===== config.mk =====
export PLATFORM = sky130hd
export DESIGN_NAME = hazard_unit
export DESIGN_NICKNAME = d
export VERILOG_FILES = /design/src/rtl/hazard_unit.sv
export SDC_FILE = /design/constraint.sdc
export NUM_CORES = 1
export LEC_CHECK = 0
export CAP_MARGIN = 25
export CORE_AREA = 10 10 60 62
export CTS_CLUSTER_DIAMETER = 30
export CTS_CLUSTER_SIZE = 25
export DETAILED_ROUTE_END_ITERATION = 10
export DIE_AREA = 0 0 70 72
export PLACE_DENSITY = 0.7
export SYNTH_ARGS = -nofsm -noshare
export SYNTH_HDL_FRONTEND = slang
export SYNTH_SLANG_ARGS = --single-unit

===== constraint.sdc =====
create_clock -name clk -period 1.9 [get_ports clk]
set_input_delay 0.475 -clock clk [delete_from_list [all_inputs] [get_ports clk]]
set_output_delay 0.475 -clock clk [all_outputs]
set_load 0.02 [all_outputs]

===== src/rtl/hazard_unit.sv =====
// Pipeline hazard controller: operand forwarding selects, load-use stalls and post-branch flushes.
// Optional cycle statistics outputs STALL_CNT/FLUSH_CNT are built when HAZARD_STATS_EN is defined.
module hazard_unit #(
  parameter int unsigned LOAD_LAT     = 1,
  parameter int unsigned FLUSH_CYCLES = 1
) (
  input  logic        clk,
  input  logic        rst_n,
  input  logic [3:0]  ID_RN,
  input  logic [3:0]  ID_RM,
  input  logic [3:0]  ID_RD,
  input  logic        ID_USE_RN,
  input  logic        ID_USE_RM,
  input  logic        ID_USE_RD,
  input  logic [3:0]  EX_RD,
  input  logic        EX_RF_LE,
  input  logic        EX_L,
  input  logic [3:0]  MEM_RD,
  input  logic [3:0]  WB_RD,
  input  logic        MEM_RF_LE,
  input  logic        WB_RF_LE,
  input  logic        BRANCH_TAKEN,
  output logic        stall,
  output logic        flush,
  output logic        PC_LE,
  output logic        IF_ID_LE,
  output logic [1:0]  FWD_A,
  output logic [1:0]  FWD_B,
  output logic [1:0]  FWD_C
`ifdef HAZARD_STATS_EN
  ,
  output logic [15:0] STALL_CNT,
  output logic [15:0] FLUSH_CNT
`endif
);

  typedef enum logic [1:0] {StRun, StLstall, StFlush} state_e;

  // Cycles remaining after the triggering cycle, which is itself spent in StRun.
  localparam logic [2:0] LoadCnt  = 3'(LOAD_LAT - 1);
  localparam logic [2:0] FlushCnt = 3'(FLUSH_CYCLES - 1);

  state_e     state_q, state_d;
  logic [2:0] cnt_q, cnt_d;
  logic       lu_hit;

  function automatic logic [1:0] fwd_sel(input logic [3:0] src, input logic use_src,
                                         input logic [3:0] ex_rd, input logic ex_le,
                                         input logic ex_l, input logic [3:0] mem_rd,
                                         input logic mem_le, input logic [3:0] wb_rd,
                                         input logic wb_le);
    logic [1:0] sel;
    sel = 2'b00;
    if (use_src) begin
      if (ex_le && !ex_l && (ex_rd == src)) sel = 2'b01;
      else if (mem_le && (mem_rd == src))   sel = 2'b10;
      else if (wb_le && (wb_rd == src))     sel = 2'b11;
    end
    return sel;
  endfunction

  always_comb begin
    FWD_A = fwd_sel(ID_RN, ID_USE_RN, EX_RD, EX_RF_LE, EX_L, MEM_RD, MEM_RF_LE, WB_RD, WB_RF_LE);
    FWD_B = fwd_sel(ID_RM, ID_USE_RM, EX_RD, EX_RF_LE, EX_L, MEM_RD, MEM_RF_LE, WB_RD, WB_RF_LE);
    FWD_C = fwd_sel(ID_RD, ID_USE_RD, EX_RD, EX_RF_LE, EX_L, MEM_RD, MEM_RF_LE, WB_RD, WB_RF_LE);
  end

  assign lu_hit = EX_RF_LE & EX_L & ((ID_USE_RN & (ID_RN == EX_RD)) |
                                     (ID_USE_RM & (ID_RM == EX_RD)) |
                                     (ID_USE_RD & (ID_RD == EX_RD)));

  always_comb begin
    state_d  = state_q;
    cnt_d    = cnt_q;
    stall    = 1'b0;
    flush    = 1'b0;
    PC_LE    = 1'b1;
    IF_ID_LE = 1'b1;
    unique case (state_q)
      StRun: begin
        if (BRANCH_TAKEN) begin
          flush = 1'b1;
          if (FlushCnt != 3'd0) begin
            state_d = StFlush;
            cnt_d   = FlushCnt;
          end
        end else if (lu_hit) begin
          stall    = 1'b1;
          PC_LE    = 1'b0;
          IF_ID_LE = 1'b0;
          if (LoadCnt != 3'd0) begin
            state_d = StLstall;
            cnt_d   = LoadCnt;
          end
        end
      end
      StLstall: begin
        // A taken branch squashes the stalled instruction, so the stall is abandoned.
        if (BRANCH_TAKEN) begin
          flush = 1'b1;
          if (FlushCnt != 3'd0) begin
            state_d = StFlush;
            cnt_d   = FlushCnt;
          end else begin
            state_d = StRun;
            cnt_d   = 3'd0;
          end
        end else begin
          stall    = 1'b1;
          PC_LE    = 1'b0;
          IF_ID_LE = 1'b0;
          if (cnt_q <= 3'd1) begin
            state_d = StRun;
            cnt_d   = 3'd0;
          end else begin
            cnt_d = cnt_q - 3'd1;
          end
        end
      end
      StFlush: begin
        flush = 1'b1;
        if (BRANCH_TAKEN && (FlushCnt != 3'd0)) begin
          cnt_d = FlushCnt;
        end else if (cnt_q <= 3'd1) begin
          state_d = StRun;
          cnt_d   = 3'd0;
        end else begin
          cnt_d = cnt_q - 3'd1;
        end
      end
      default: begin
        state_d = StRun;
        cnt_d   = 3'd0;
      end
    endcase
  end

  always_ff @(posedge clk) begin
    if (!rst_n) begin
      state_q <= StRun;
      cnt_q   <= 3'd0;
    end else begin
      state_q <= state_d;
      cnt_q   <= cnt_d;
    end
  end

`ifdef HAZARD_STATS_EN
  always_ff @(posedge clk) begin
    if (!rst_n) begin
      STALL_CNT <= 16'd0;
      FLUSH_CNT <= 16'd0;
    end else begin
      if (stall && (STALL_CNT != 16'hFFFF)) STALL_CNT <= STALL_CNT + 16'd1;
      if (flush && (FLUSH_CNT != 16'hFFFF)) FLUSH_CNT <= FLUSH_CNT + 16'd1;
    end
  end
`endif

endmodule


* Yosys cells after proc, flatten, opt, wreduce, memory -nomap -nowiden *
Index checks and enable logic that the tools add are counted.

cells by class
  mux-type cells = 27
  bitwise logic cells = 7
  order comparisons = 1
  add/sub/neg operators = 1
  reductions and logical operators = 13
  equal/unequal tests = 14

operators by type and width
  cell                                                 count
  == test 4 bit                                        12
  two-way mux 2 bit                                    14
  logical AND 1 bit                                    10
  one-hot mux 3 bit (3 select lines)                   1
  two-way mux 1 bit                                    6
  two-way mux 3 bit                                    2
  one-hot mux 1 bit (2 select lines)                   3
  one-hot mux 2 bit (3 select lines)                   1
  bitwise AND 1 bit                                    5
  <= comparator 3 x 1 -> 1 bit, second input constant  1
  subtractor 3 x 1 -> 3 bit, second input constant     1
  == test 2 x 1 -> 1 bit, second input constant        1
  == test 2 bit, second input constant                 1
  logical NOT 2 bit                                    1
  OR 1 bit                                             2
  OR reduction 2 bit                                   1
  logical NOT 1 bit                                    1

storage, ports and cells
  flip-flop bits (word level) = 5
  input bits = 34
  word-level logic and storage cells = 65

* Logic depth before layout (Yosys ltp) *
  depth in word-level cells = 8
  depth in mapped cells = 7
  mapped depth without buffers = 6

* Worst setup path after synthesis *
Ideal clock, no wire load.

  path kind = register to output
  start = register state_q[0]
  end = output PC_LE
  slack = -383 ps
  stages on the path, launching flop included = 8
  arrival = 1808 ps
  data required time = 1425 ps
  cells stage by stage = dfxtp_1 inv_1 ha_1 inv_1 nor3_1 and3_1 a211oi_1 buf_4

between the ends
  word-level cells in the longest chain between the ends = 2

RTL lines
  item                                                                line  source
  start, declared                                                     43    state_e state_q, state_d;
  start signal, assigned                                              140   state_q <= StRun;
  start signal, assigned                                              143   state_q <= state_d;
  == test 2 x 1 -> 1 bit / logical NOT 2 bit (equally long branches)  --
  one-hot mux 1 bit (2 select lines) *                                --
  end, declared                                                       25    output logic PC_LE,

Every way passes the cells marked *; elsewhere a longest branch is shown, timed or not.

* Worst setup path in the final report *
  start = input EX_RD[0]
  end = output stall

between the ends
  word-level cells in the longest chain between the ends = 8

RTL lines
  item                                         line    source
  start, declared                              15      input logic [3:0] EX_RD,
  == test 4 bit, on equally long branches      68, 69
  bitwise AND 1 bit, on equally long branches  68, 69
  OR 1 bit                                     68      assign lu_hit = EX_RF_LE & EX_L & ((ID_USE_RN & (ID_RN == EX_RD)) |
  OR 1 bit *                                   69      (ID_USE_RM & (ID_RM == EX_RD)) |
  bitwise AND 1 bit *                          68
  two-way mux 1 bit *                          87      end else if (lu_hit) begin
  two-way mux 1 bit *                          81      if (BRANCH_TAKEN) begin
  one-hot mux 1 bit (2 select lines) *         79      unique case (state_q)
  end, declared                                23      output logic stall,

Marks and branches as above.

==> metrics.txt <==
status finished, violations left; failing checks setup timing; CTS Sinks 5; ANT cells 0; slew at the pin closest to its max-slew limit 0.479 ns; Cell variety after synth 25; Startpoint Class input port; die width 70 um; Max FO, Critical Path 3; die span in y 72 um; Setup Skew 0.00326 ns; worst hold path stage count 2; first-pass GRT wire length 5.69 mm; Root Buffer clkbuf_4; total number of vias 1072; Longest Clk Path Bufs 2; Critical Path End Type primary output; DRT Wirelength 3.80 mm; cells after synthesis 109; TNS Setup -2.86 ns; hold_ws 0.502 ns; Tcrit/Tclk final 123%; Worst path max stage delay 0.46 ns; syn nets 148; syn_area_per_cell 7.53 sq um; Worst Path Class, Setup input port to primary output; Fmax achieved 429 MHz; post-DP HPWL 2.67 mm; Reg2Reg Depth 7; top cells by area, synth xor2_1 (32%), dfxtp_1 (12%), ha_1 (7.6%), xnor2_1 (7.5%), nand2_1 (5.5%); largest net degree at the start of global routing 6; PwrDens 305 nW/um^2; vias per inst 5.08; H-tree depth 1; global placer's final weighted congestion 0.836; worst r2r dst cnt_q[0]$_SDFFE_PN0N_; post-route setup slack -0.432 ns; IO Count 44; first-pass detailed-route iteration total 4; synthesized flop and latch total 5; share of post-route cells with drive strength above 1 55.8%; Area Overhead vs Synth 120%; nets@finish 221; DRT iter0 DRCs 71; CP max stage cell nor4_1; Slew Limit Headroom 67.8%; # setup viols final 9; final hold vios 0; total power 0.550 mW; Hold Path End cnt_q[0]$_SDFFE_PN0N_; Crit path top cell by count buf_6; RSZ-0062 raised after global routing yes; drt wl/cell 18.0 um; Cell Chain, Critical Path buf_6 -> xor2_1 -> nor4_1 -> buf_4 -> and3_4 -> or3_4 -> buf_6; DIE AREA 5040 sq um; Pins Over Slew Limit 0; Worst Path Required 1.42 ns; crit path time final 2.33 ns; Initial Util 33.7%; leading area contributor after synthesis xor2_1; Cell Rows 18; hold path startpoint cnt_q[0]$_SDFFE_PN0N_; GR Overflow Total 0; initial antenna violation count 0; TritonCTS clock tree built; # port buffers 43; peak supply drop 0.408 mV; drt drc 0; Yosys warnings 0; P_leak 0.795 nW; share of the synthesized area in the top cell type 32.0%; Core Region 2430 sq um; Max Cap Viol 0; Clk Latency, worst-skew pair 0.24 ns; register area share after synthesis 12.2%; FF-to-FF Start state_q[1]$_SDFFE_PN0N_; vias in the first global route 1195; reg-to-reg slack, setup 0.23 ns; total CTS buffers 3; GR Util All Layers 13.5%; Antenna Nets Post-Route 0; cell area after synthesis 821 sq um; CTS clk-pin slew, worst paths 0.04 ns; Data arrival, critical path 1.86 ns; HP Class flop to flop
## stage by stage
step	cells	util (%)	instance area, sq um	setup WS [ns]
floorplan	109	-	845	-0.0821
global placement	203	60.3	1470	-1.23
detailed placement	203	60.3	1470	-1.25
CTS	209	67.3	1640	-0.365
global route	211	74.1	1800	-0.446
finish	211	74.1	1800	-0.432
## worst max-delay path, delay by kind of cell
kind	cells	cell delay, ns
AND/OR/NAND/NOR	3	0.79
XOR/XNOR	1	0.14
buffers and inverters	3	0.45
## power breakdown
group,internal [mW],total (mW),switching (mW)
combinational,0.166,0.324,0.158
sequential,0.105,0.105,0.00000000000000107
clock,0.0792,0.120,0.0409
total,0.351,0.550,0.199
## final cells by class
type                    count  area (sq um)
flip-flops and latches      5           100
well taps                  30          37.5
fillers                   158           631
multi-input cells          98           980
inverters                   5          18.8
repair buffers             69           639
clock buffers               4          26.3
## logic make-up (layout without fill, tap and decap cells)
group,after synthesis,after routing,synth area share [%]
muxes,1,1,1.37
DFF,5,5,12.2
xor gates and xnor gates,37,37,39.5
AOI/OAI and AO/OA,13,13,10.7
buffers and inverters,6,78,3.20
and+or+nand+nor,42,42,25.5
adders and majority gates,5,5,7.62
## state kept, by name, summed over array words and instances (netlist names)
name,flops
cnt_q,3
state_q,2
## routing by layer
metal,track usage (%),part of all wire (%)
met1,14.4,42
met2,25.4,51
met3,2.86,5.7
met4,5.48,1.6
met5,0,0
## Yosys cell counts
cell	count
a31oi_1	3
mux2_2	1
xnor2_1	7
nor2_1	6
a21bo_2	1
o31ai_1	1
a21boi_1	1
o21ai_0	3
nor3_1	4
o221ai_1	1
and3_1	1
or3_1	2
nand2_1	12
xor2_1	30
buf_4	1
a22oi_1	1
a21oi_1	1
a211oi_1	1
and2_1	4
nor2b_1	4
nor4_1	6
nand3_1	3
dfxtp_1	5
inv_1	5
ha_1	5
## repair_timing
| item | 4_1_cts | 5_1_grt |
|---|---|---|
| hold buffers | 0 | 0 |
| resized for setup | 201 | 31 |
| setup buffers | 2 | 2 |
| pin swaps | 36 | 12 |
| cloned | 0 | 0 |
| endpoints found under the setup margin | 10 | 9 |
## cell usage in the layout (no fill, tap or decap), types with 2 or more instances in the layout
cell type / instances
buf_2: 7
dlygate4sd2_1: 5
a31oi_1: 3
xnor2_2: 3
o21ai_2: 2
xnor2_1: 4
nor2b_1: 2
and2_1: 2
buf_8: 4
nor3_1: 2
nand3_1: 2
clkdlybuf4s50_1: 3
inv_1: 4
nand2_1: 9
and2_4: 2
nand2_2: 2
xor2_1: 19
xor2_2: 8
ha_1: 4
buf_6: 18
clkdlybuf4s15_2: 2
dlymetal6s2s_1: 2
nor2_1: 6
buf_4: 26
clkbuf_4: 3
nor4_4: 4
xor2_4: 3
nor3_2: 2
dfxtp_1: 5
## how the worst max path moves through the flow
| stage | from | to | slack, ns | cells past startpoint |
|---|---|---|---|---|
| 3_5_place_dp | ID_RN[1] | IF_ID_LE | -1.25 | 8 |
| 3_3_place_gp | ID_RN[1] | PC_LE | -1.23 | 8 |
| 4_1_cts | EX_RD[2] | IF_ID_LE | -0.37 | 9 |
| 5_1_grt | ID_RM[2] | stall | -0.45 | 7 |
| 2_1_floorplan | EX_RD[2] | PC_LE | -0.08 | 6 |
| 6_report | EX_RD[0] | stall | -0.43 | 7 |
(Power assumes the default switching activity.)
